$ cat config.mk
export PLATFORM = sky130hd
export DESIGN_NAME = ides_align_ctrl
export DESIGN_NICKNAME = d
export VERILOG_FILES = /design/src/rtl/ides_align_pkg.sv /design/src/rtl/ides_align_cnt.sv /design/src/rtl/ides_align_ctrl.sv
export SDC_FILE = /design/constraint.sdc
export NUM_CORES = 1
export LEC_CHECK = 0
export ABC_AREA = 1
export BUFFER_PORTS_ARGS = -buffer_cell sky130_fd_sc_hd__buf_2
export CAP_MARGIN = 10
export CORE_ASPECT_RATIO = 1.25
export CORE_MARGIN = 2
export CORE_UTILIZATION = 45
export DETAILED_ROUTE_END_ITERATION = 16
export PLACE_DENSITY_LB_ADDON = 0.15
export SETUP_SLACK_MARGIN = 0.2
export SYNTH_ARGS = -nofsm -noshare
export SYNTH_HDL_FRONTEND = slang
export SYNTH_SLANG_ARGS = --single-unit
$ cat constraint.sdc
create_clock -name clk -period 1.4 [get_ports clk]
set_clock_uncertainty 0.1 [all_clocks]
set_input_delay 0.14 -clock clk [delete_from_list [all_inputs] [get_ports clk]]
set_output_delay 0.14 -clock clk [all_outputs]
set_load 0.005 [all_outputs]
$ cat src/rtl/ides_align_pkg.sv
// ides_align_pkg: shared state encoding, default parameters and counter widths for ides_align_ctrl
package ides_align_pkg;

   typedef enum logic [2:0] {
      IDLE,
      CHECK,
      SLIP,
      SETTLE,
      LOCKED,
      FAIL
   } state_t;

   localparam logic [15:0] DEF_PATTERN   = 16'h00FF;
   localparam int          DEF_MATCH_CNT = 8;
   localparam int          DEF_CALIB_GAP = 4;
   localparam int          DEF_LOSS_CNT  = 4;
   localparam int          SLIP_W        = 5;

endpackage

$ cat src/rtl/ides_align_cnt.sv
// ides_align_cnt: saturating up-counter with synchronous clear and a terminal-count flag
module ides_align_cnt #(
   parameter int W   = 8,
   parameter int MAX = 255
) (
   input  logic         clk,
   input  logic         rst_ni,
   input  logic         clr_i,
   input  logic         inc_i,
   output logic [W-1:0] cnt_o,
   output logic         tc_o
);

   localparam logic [W-1:0] MAX_V = W'(MAX);

   logic [W-1:0] cnt_q, cnt_d;

   // clear wins over increment; increment holds once MAX is reached
   always_comb cnt_d = clr_i ? '0 : (inc_i && cnt_q != MAX_V) ? cnt_q + W'(1) : cnt_q;

   // count register
   always_ff @(posedge clk or negedge rst_ni)
      if (!rst_ni) cnt_q <= '0;
      else         cnt_q <= cnt_d;

   assign cnt_o = cnt_q;
   assign tc_o  = cnt_q == MAX_V;

endmodule

$ cat src/rtl/ides_align_ctrl.sv
// ides_align_ctrl: word-alignment FSM driving deserializer CALIB slips until PATTERN locks.
// Define IDES_ALIGN_MONITOR_EN to keep comparing in LOCKED and relock after LOSS_CNT misses.
module ides_align_ctrl
   import ides_align_pkg::*;
#(
   parameter int          WIDTH     = 16,
   parameter logic [15:0] PATTERN   = DEF_PATTERN,
   parameter int          MATCH_CNT = DEF_MATCH_CNT,
   parameter int          CALIB_GAP = DEF_CALIB_GAP,
   parameter int          LOSS_CNT  = DEF_LOSS_CNT
) (
   input  logic              clk,
   input  logic              rst_ni,
   input  logic              start_i,
   input  logic [WIDTH-1:0]  word_i,
   output logic              calib_o,
   output logic              busy_o,
   output logic              locked_o,
   output logic              fail_o,
   output logic [SLIP_W-1:0] slip_cnt_o,
   output logic              relock_o
);

   state_t state_q, state_d;
   logic calib_q, calib_d, busy_q, busy_d, locked_q, locked_d, fail_q, fail_d, relock_q, relock_d;
   logic match, restart, in_check;
   logic match_tc, gap_tc, slip_tc;
   logic [7:0] match_cnt;
   logic [3:0] gap_cnt;
   logic [SLIP_W-1:0] slip_cnt;
   logic unused_cnt;

   assign match    = word_i == PATTERN[WIDTH-1:0];
   assign restart  = start_i && (state_q inside {IDLE, FAIL, LOCKED});
   assign in_check = state_q == CHECK;

   // match_cnt tc fires at MATCH_CNT-1 so the final matching word locks on the same edge
   ides_align_cnt #(.W(8), .MAX(MATCH_CNT - 1)) u_match (
      .clk(clk), .rst_ni(rst_ni),
      .clr_i(restart || relock_d || (in_check && !match)),
      .inc_i(in_check && match),
      .cnt_o(match_cnt), .tc_o(match_tc)
   );

   ides_align_cnt #(.W(4), .MAX(CALIB_GAP - 1)) u_gap (
      .clk(clk), .rst_ni(rst_ni),
      .clr_i(restart || state_q == SLIP),
      .inc_i(state_q == SETTLE),
      .cnt_o(gap_cnt), .tc_o(gap_tc)
   );

   ides_align_cnt #(.W(SLIP_W), .MAX(WIDTH)) u_slip (
      .clk(clk), .rst_ni(rst_ni),
      .clr_i(restart || relock_d),
      .inc_i(state_q == SLIP),
      .cnt_o(slip_cnt), .tc_o(slip_tc)
   );

`ifdef IDES_ALIGN_MONITOR_EN
   logic       loss_tc;
   logic [3:0] loss_cnt;

   // consecutive mismatches seen while locked; any match or leaving LOCKED clears it
   ides_align_cnt #(.W(4), .MAX(LOSS_CNT - 1)) u_loss (
      .clk(clk), .rst_ni(rst_ni),
      .clr_i(restart || relock_d || state_q != LOCKED || match),
      .inc_i(state_q == LOCKED && !match),
      .cnt_o(loss_cnt), .tc_o(loss_tc)
   );

   assign unused_cnt = ^{match_cnt, gap_cnt, loss_cnt};
`else
   assign unused_cnt = ^{match_cnt, gap_cnt, 32'(LOSS_CNT)};
`endif

   // next state, with outputs derived from the next state so they register alongside it
   always_comb begin
      state_d  = state_q;
      relock_d = 1'b0;
      case (state_q)
         IDLE, FAIL: state_d = start_i ? CHECK : state_q;
         CHECK:      state_d = !match ? (slip_tc ? FAIL : SLIP) : (match_tc ? LOCKED : CHECK);
         SLIP:       state_d = SETTLE;
         SETTLE:     state_d = gap_tc ? CHECK : SETTLE;
         LOCKED: begin
`ifdef IDES_ALIGN_MONITOR_EN
            relock_d = !start_i && !match && loss_tc;
`endif
            state_d  = (start_i || relock_d) ? CHECK : LOCKED;
         end
         default:    state_d = IDLE;
      endcase
      calib_d  = state_d == SLIP;
      busy_d   = state_d inside {CHECK, SLIP, SETTLE};
      locked_d = state_d == LOCKED;
      fail_d   = state_d == FAIL;
   end

   // state and output registers; reset aborts any CALIB pulse in flight
   always_ff @(posedge clk or negedge rst_ni)
      if (!rst_ni) begin
         state_q  <= IDLE;
         calib_q  <= 1'b0;
         busy_q   <= 1'b0;
         locked_q <= 1'b0;
         fail_q   <= 1'b0;
         relock_q <= 1'b0;
      end else begin
         state_q  <= state_d;
         calib_q  <= calib_d;
         busy_q   <= busy_d;
         locked_q <= locked_d;
         fail_q   <= fail_d;
         relock_q <= relock_d;
      end

   assign calib_o    = calib_q;
   assign busy_o     = busy_q;
   assign locked_o   = locked_q;
   assign fail_o     = fail_q;
   assign relock_o   = relock_q;
   assign slip_cnt_o = slip_cnt;

endmodule

# --- Yosys cells after proc, flatten, opt, wreduce, memory -nomap -nowiden ---
# Index checks and enable logic that the tools add are counted.
totals:
  reg_bits: 24
  output_inout_bits: 10
  inputBits: 19
op_classes:
  reduce_logical: 16
  n_eq_ne: 17
  muxes: 13
  add_sub_neg: 3
op_table:
  columns: ["cell", "n"]
  rows:
  - ["16-bit by 8-bit == test with 1-bit output, second input constant", 1]
  - ["8-bit 2-to-1 mux", 2]
  - ["3-bit 2-to-1 mux", 5]
  - ["3-bit case mux with 5 select lines", 1]
  - ["3-bit by 2-bit == test with 1-bit output, second input constant", 4]
  - ["3-bit == test, second input constant", 4]
  - ["5-bit 2-to-1 mux", 2]
  - ["8-bit by 1-bit adder with 8-bit output, second input constant", 1]
  - ["8-bit by 3-bit == test with 1-bit output, second input constant", 1]
  - ["4-bit 2-to-1 mux", 2]
  - ["8-bit by 3-bit != test with 1-bit output, second input constant", 1]
  - ["3-bit by 1-bit == test with 1-bit output, second input constant", 2]
  - ["1-bit logical AND", 6]
  - ["2-bit nonzero test", 3]
  - ["3-bit nonzero test", 2]
  - ["5-bit by 1-bit adder with 5-bit output, second input constant", 1]
  - ["5-bit == test, second input constant", 1]
  - ["5-bit != test, second input constant", 1]
  - ["4-bit by 1-bit adder with 4-bit output, second input constant", 1]
  - ["4-bit by 2-bit == test with 1-bit output, second input constant", 1]
  - ["4-bit by 2-bit != test with 1-bit output, second input constant", 1]
  - ["3-bit logical NOT", 1]
  - ["1-bit logical OR", 2]
  - ["2-bit 2-to-1 mux", 1]
  - ["other kinds (2)", 2]

# --- Longest topological paths before layout ---
# Gate-level depths: netlist of run 1.
logic_depth:
  depth_word: 6
  mapped_depth: 10

# --- Cells and area by module ---
# Synthesis of run 1 repeated with hierarchy kept, for this count alone.
unflattened:
  hier_cells: 224
  area_unflattened_um2: 1624.1
by_module_without_submodules:
  columns: ["module", "area_each_um2", "cells_per_inst", "instances"]
  rows:
  - ["ides_align_ctrl", 548.0, 89, 1]
  - ["ides_align_cnt at u_match", 523.0, 67, 1]
  - ["ides_align_cnt at u_slip", 341.6, 41, 1]
  - ["ides_align_cnt at u_gap", 211.5, 27, 1]

# --- Worst setup path after synthesis of run 1 ---
# OpenSTA, ideal clock, no wires.
synth_path:
  kind: "reg2reg"
  startpoint: "register u_match.cnt_q[0], in the netlist u_match.cnt_o[0]"
  endpoint: "register u_match.cnt_q[3], in the netlist u_match.cnt_o[3]"
  period_less_slack_ns: 1.438
  slack_ns: -0.038
  required_ns: 1.182
  path_stages_with_launch: 10
  n_path_buf: 1
  arrival_ns: 1.221
  path_cell_list: "dfrtp_1 ha_1 inv_1 nor2_1 nand2_1 nand4_1 buf_4 clkinv_4 nand3b_1 nand2_1"
synth_between:
  elab_chain_cells: 3
  word_cells_on_any_way: 6
synth_lines:
  columns: ["item", "line", "source"]
  rows:
  - ["from (decl)", "ides_align_cnt.sv:16", "logic [W-1:0] cnt_q, cnt_d;"]
  - ["from (signal assigned)", "ides_align_cnt.sv:24", "else cnt_q <= cnt_d;"]
  - ["8-bit by 1-bit adder with 8-bit output / 8-bit by 3-bit != test with 1-bit output (equally long branches)", "ides_align_cnt.sv:19", "always_comb cnt_d = clr_i ? '0 : (inc_i && cnt_q != MAX_V) ? cnt_q + W'(1) : cnt_q;"]
  - ["8-bit 2-to-1 mux / 1-bit logical AND (equally long branches)", "ides_align_cnt.sv:19", null]
  - ["8-bit 2-to-1 mux / 2-bit nonzero test (equally long branches)", null, null]
# Parallel ways exist; a longest one is shown, timed or not. The select of a mux whose other input is x is not followed.
# A chain may end at the register's enable or synchronous reset.

# --- Final worst setup path of run 1 ---
layout_path:
  startpoint: "register state_q[2]"
  endpoint: "register u_match.cnt_q[4], in the netlist u_match.cnt_o[4]"
layout_between:
  elab_chain_cells: 5
  word_cells_on_any_way: 12
layout_lines:
  columns: ["item", "line", "source"]
  rows:
  - ["from (decl)", "ides_align_ctrl.sv:24", "state_t state_q, state_d;"]
  - ["from (signal assigned)", "ides_align_ctrl.sv:109", "state_q <= state_d;"]
  - ["3-bit == test / 3-bit logical NOT (equally long branches)", "ides_align_ctrl.sv:34", "assign restart = start_i && (state_q inside {IDLE, FAIL, LOCKED});"]
  - ["3-bit nonzero test", "ides_align_ctrl.sv:34", null]
  - ["1-bit logical AND", "ides_align_ctrl.sv:34", null]
  - ["1-bit logical OR", "ides_align_ctrl.sv:40", ".clr_i(restart || relock_d || (in_check && !match)),"]
  - ["8-bit 2-to-1 mux / 2-bit nonzero test (equally long branches)", null, null]
# Parallel ways exist; a longest one is shown, timed or not.

==> results.yml, run 1 <==
timing:
  fmax_mhz: 644
  worst_pin_slew_ns: 0.566
  setup_viol: 20
  timing.final.max_slew_violations: 0
  rsz0062_at_grt: "yes"
  post-route-min-period_ns: 1.55
  slew-limit-headroom: 0.623
  period_share: 1.11
  tns_ns: -1.59
  setup_ws_ns: -0.152
  hold_viol: 0
clocking:
  tritoncts: "done"
  clock_latency_ns: 0.28
  htree_levels: 1
  clock-sinks: 24
  clock_tree.buffer_depth: 2
  numCtsBuffers: 3
  clkTransAtPathRegs_ns: 0.10
  root_buffer: "clkbuf_8"
yosys:
  synth_top_family_by_area: "simple AND/OR/NAND/NOR gates"
  synthCells: 197
  netlist_area_um2: 1470
  muxShareOfSynthArea: 0
  synthTopCellsByCount: "nand2_1, nor2_1, inv_1, nand3_1, dfrtp_1"
  yosys_register_bits: 24
  synth_top_area_cell: "dfrtp_1"
  yosysWarnings: 0
  synthArstFlopShare: 1.00
  synth_xor_area_frac: 0.0418
  synthFlopType: "dfrtp_1"
  synth_seq_area_share: 0.410
  synth-compound-area-share: 0.0503
  synthTopCellsByArea: "dfrtp_1, nand2_1, nand3_1, nor2_1, inv_1"
  synthAdderAreaFrac: 0.0341
  yosysTopAreaCellShare: 0.410
  syn_nets: 220
  post-synth-top-count-cell: "nand2_1"
  synth-simple-area-share: 0.358
  yosysUniqueCellTypes: 27
  synth-edff-count: 0
  syn_avg_cell_area_um2: 7.44
pwr:
  leakagePower_nw: 1.20
  vdd_drop_max_mv: 1.35
  power_density_nw_per_um2: 1720
routing:
  ant_nets: 0
  wirelength_met1_um: 1590
  dr.pass1.iters: 5
  wl_met3_um: 79
  vias: 1538
  route.detailed.drc: 0
  wl_met2_um: 2380
  top_layer: "met4"
  drt-total-wl_um: 4160
  viasPerCell: 5.04
  drt_iter0_drc: 49
  wl_per_cell_um: 13.6
layout:
  fin_nets: 292
  seq_area_um2: 604
  areaGrowthSynthToFinish_pct: 55.1
  n_fill_cell: 240
  final_core_util: 0.719
  drive_above_1_share: 0.489
  multi_input_area_um2: 902
  antenna_cells: 0
floorplan:
  initial_core_util: 0.463
  fp.dieH_um: 67.8
  die_w_um: 55.1
  coreArea_um2: 3170
  die_area_um2: 3730
  io_pins: 29
  rows: 23
grt:
  overflow: 0
  grtUsageTotal: 0.225
  grt_pass1_wl_um: 6150
  grt_pass1_vias: 1535
  grt_max_degree: 25
  antenna_found_initial: 0
critical_path:
  setup.worst_path.class: "flip-flop to flip-flop"
  crit_path_end_kind: "flip-flop"
  cp_data_required_time_ns: 1.51
  critPathMaxFanout: 7
  start_kind: "flip-flop"
  critPathArrivalTime_ns: 1.66
hold_path:
  hp-class: "input pin to flip-flop"
outcome:
  violations: "negative setup slack"
  outcome: "complete, but fails checks"
flow_run:
  drv_cap: 0
place:
  numPortBuffers: 27
  dpl.hpwl_um: 2650
  place_congestion: 0.739
## worst max-delay path: stages (launching register included)
cell and delay [ns]:
dfrtp_1 0.41, inv_2 0.09, nand2_4 0.06, nor2_4 0.17
nand4_1 0.22, buf_6 0.21, inv_8 0.06, nand3b_1 0.08
nand2_1 0.08
## cell type report
class                      instances  area share
sequential                        24       0.266
clock inverter                     1      0.0132
tap                               37      0.0204
multi-input combinational        138       0.397
inverter                          32      0.0616
timing repair buffer              70       0.224
clock buffer                       3      0.0182
## through the flow
step                cells  hold slack, ns  cell area (um2)  setup WS (ns)  total power, mW
detailed placement    278          0.0667             1800         -0.139             2.26
global route          305           0.286             2270         -0.225             4.12
CTS                   296           0.156             2120         -0.113             3.46
finish                305           0.257             2270         -0.152             3.92
floorplan             197          -0.256             1490         0.0111             1.75
global placement      278          0.0536             1800        -0.0762             2.19
## cells by family after synthesis
kind of cell             after synthesis
flip-flops                            24
XOR/XNOR                               7
other                                  1
adder cells (fa/ha/maj)                4
buffers and inverters                 35
AO/OA/AOI/OAI                         12
AND/OR/NAND/NOR                      114
## placed cells by master, fill, tap and decap left out, drive strengths merged, types with 3 or more instances in the layout
| master | instances |
|---|---|
| a21oi | 3 |
| nor3 | 3 |
| nand4 | 6 |
| nand2 | 46 |
| nand3b | 3 |
| clkbuf | 3 |
| nand3 | 27 |
| inv | 31 |
| ha | 4 |
| xor2 | 6 |
| buf | 69 |
| nor2 | 28 |
| o21ai | 8 |
| dfrtp | 24 |
## path summary, 6_finish.rpt
kind                             startpoint               end  slack, ns  depth (start not counted)
hold reg to reg            u_match.cnt_o[0]  u_match.cnt_o[0]       0.48                          2
hold / removal                      start_i    u_gap.cnt_o[2]       0.26                          5
setup reg to reg                 state_q[2]  u_match.cnt_o[4]      -0.15                          8
min in group asynchronous            rst_ni   u_slip.cnt_o[0]       0.28                          2
max in group asynchronous            rst_ni  u_match.cnt_o[2]       0.52                          2
setup / recovery                 state_q[2]  u_match.cnt_o[4]      -0.15                          8
## what timing repair did
action / CTS / global route
hold endpoints to repair: 24 / 0
buffers inserted: 12 / 9
hold buffers: 1 / 0
gates resized for setup: 40 / 27
setup endpoints to repair: 24 / 26
pin swaps: 18 / 18
cloned: 1 / 0
## flip-flops by register name (all words and copies together), names as in the netlist
| name | cells |
|---|---|
| u_gap.cnt_o | 4 |
| state_q | 3 |
| locked_o | 1 |
| fail_o | 1 |
| busy_o | 1 |
| u_slip.cnt_o | 5 |
| u_match.cnt_o | 8 |
| calib_o | 1 |
## power by group
part / leakage, nW / switching [mW] / internal [mW] / total, mW
registers: 0.313 / 0.131 / 0.853 / 0.984
clock network: 0.0357 / 0.245 / 0.383 / 0.628
logic: 0.846 / 1.19 / 1.12 / 2.31
total: 1.20 / 1.57 / 2.36 / 3.92
## per-layer routing
metal	vias up	track usage
met4	0	0.0671
li1	766	-
met1	734	0.228
met2	27	0.448
met5	-	0
met3	11	0.0328
(Power assumes the default switching activity.)
==> run 2, diff against run 1 <==
CAP_MARGIN = 15   (was 10)
CORE_UTILIZATION = 30   (was 45)
clock period = 1.74 ns   (was 1.4 ns; I/O delays follow)
==> results.yml, run 2 (synthesized netlist as in run 1, its figures left out) <==
routing:
  ant_nets: 0
  vias: 1308
  drt_iter0_drc: 54
  wl_per_cell_um: 10.5
  route.detailed.drc: 0
  viasPerCell: 4.40
  drt-total-wl_um: 3110
  dr.pass1.iters: 4
pwr:
  finalPower_mw: 2.32
  power_density_nw_per_um2: 1230
  leakagePower_nw: 1.01
  p_switching_mw: 0.885
  seqPwrFrac: 0.344
  swShare: 0.381
  vdd_drop_max_mv: 0.658
  p_int_mw: 1.44
  combinationalPowerShare: 0.441
  p_clk_frac: 0.215
grt:
  grt_max_degree: 25
  grt_pass1_wl_um: 5270
  grt_pass1_vias: 1246
  overflow: 0
  grtUsageTotal: 0.124
  antenna_found_initial: 0
critical_path:
  critPathBufInv: 2
  critical-path-top-delay-family: "flip-flops"
  cp_data_required_time_ns: 1.80
  slowest_stage: "dfrtp_1"
  setup.worst_path.class: "flip-flop to flip-flop"
  critical-path-max-stage-delay_ns: 0.43
  path_common_cell: "nand2_1"
  path_cells: "ha_2 -> inv_2 -> nor2_2 -> nand2_1 -> nand4_1 -> buf_2 -> nand3_1 -> nand2_1"
  crit_path_end_kind: "flip-flop"
  critPathArrivalTime_ns: 1.57
  critPathMaxFanout: 5
  start_kind: "flip-flop"
place:
  dpl.hpwl_um: 2310
  numPortBuffers: 27
  placed_area_um2: 1670
  place_congestion: 0.752
clocking:
  root_buffer: "clkbuf_8"
  numCtsBuffers: 3
  clock_tree.buffer_depth: 2
  htree_levels: 1
  clock_latency_ns: 0.27
  clkTransAtPathRegs_ns: 0.09
  clock-sinks: 24
  tritoncts: "done"
timing:
  tns_ns: 0
  timing.final.max_slew_violations: 0
  worst_pin_slew_ns: 0.574
  period_share: 0.868
  hold_viol: 0
  fmax_mhz: 662
  post-route-min-period_ns: 1.51
  rsz0062_at_grt: "yes"
  slew-limit-headroom: 0.617
  setup_viol: 0
floorplan:
  coreArea_um2: 4730
  io_pins: 29
  die_w_um: 66.5
  fp.dieH_um: 82.2
  initial_core_util: 0.310
  die_area_um2: 5470
  rows: 28
hold_path:
  hp-class: "input pin to flip-flop"
layout:
  largest_reg_flops: 8
  design_area_um2: 1890
  antenna_cells: 0
  drive_above_1_share: 0.308
  fin_nets: 261
  final_cell_mix: "nand2_1, buf_2, nor2_1, dfrtp_1"
  areaGrowthSynthToFinish_pct: 28.8
  final_common_cell: "nand2_1"
outcome:
  outcome: "finished, final reports clean"
flow_run:
  drv_cap: 0
-- run 2: path summary, 6_finish.rpt --
kind	start	to	slack (ns)	depth (start not counted)
worst max-delay path	u_match.cnt_o[0]	u_match.cnt_o[3]	0.23	8
worst min-delay path	start_i	state_q[2]	0.20	4
worst max register to register	u_match.cnt_o[0]	u_match.cnt_o[3]	0.23	8
worst min register to register	u_match.cnt_o[7]	u_match.cnt_o[7]	0.43	2
max in group asynchronous	rst_ni	state_q[1]	0.81	2
min in group asynchronous	rst_ni	u_match.cnt_o[7]	0.32	2
-- run 2: layer usage --
metal,vias to the layer above,global-route usage,part of all wire
li1,702,-,-
met1,594,0.150,0.45
met2,8,0.225,0.53
met4,0,0.0367,0.0090
met3,4,0.0203,0.020
met5,-,0,0
-- run 2: layout make-up --
cell class,instances,area (um2)
fill,509,2840
clock inverter,1,30.0
inverter,32,130
timing repair buffer,39,241
tap,60,75.1
clock buffer,3,41.3
multi-input combinational,138,769
sequential,24,602
-- run 2: per-stage QoR --
| step | hold WS, ns | utilization | std cells | setup WS [ns] |
|---|---|---|---|---|
| after floorplan | -0.222 | - | 197 | 0.302 |
| after global placement | 0.113 | 0.352 | 283 | 0.178 |
| final | 0.198 | 0.399 | 297 | 0.230 |
| after CTS | 0.201 | 0.371 | 289 | 0.208 |
| after global routing | 0.220 | 0.399 | 297 | 0.103 |
| after detailed placement | 0.114 | 0.352 | 283 | 0.147 |
-- run 2: power groups by stage --
stage               Clock, mW  Combinational, mW  Sequential [mW]
floorplan                   0              0.584            0.800
global placement            0              0.778            0.815
detailed placement          0              0.773            0.814
CTS                     0.517              0.805            0.795
global route            0.543               1.17            0.817
finish                  0.499               1.02            0.799
-- run 2: repair_timing --
action	in CTS	in global routing
setup buffers	1	7
pin swaps	0	14
gates cloned	0	1
hold buffers	1	0
gates resized for setup	0	23
setup endpoints to repair	4	17
endpoints found under the hold margin	24	0
-- run 2: worst min-delay path, stage by stage --
cell     delay (ns)
buf_2          0.11
inv_1          0.07
nand4_1        0.08
nand3_1        0.09
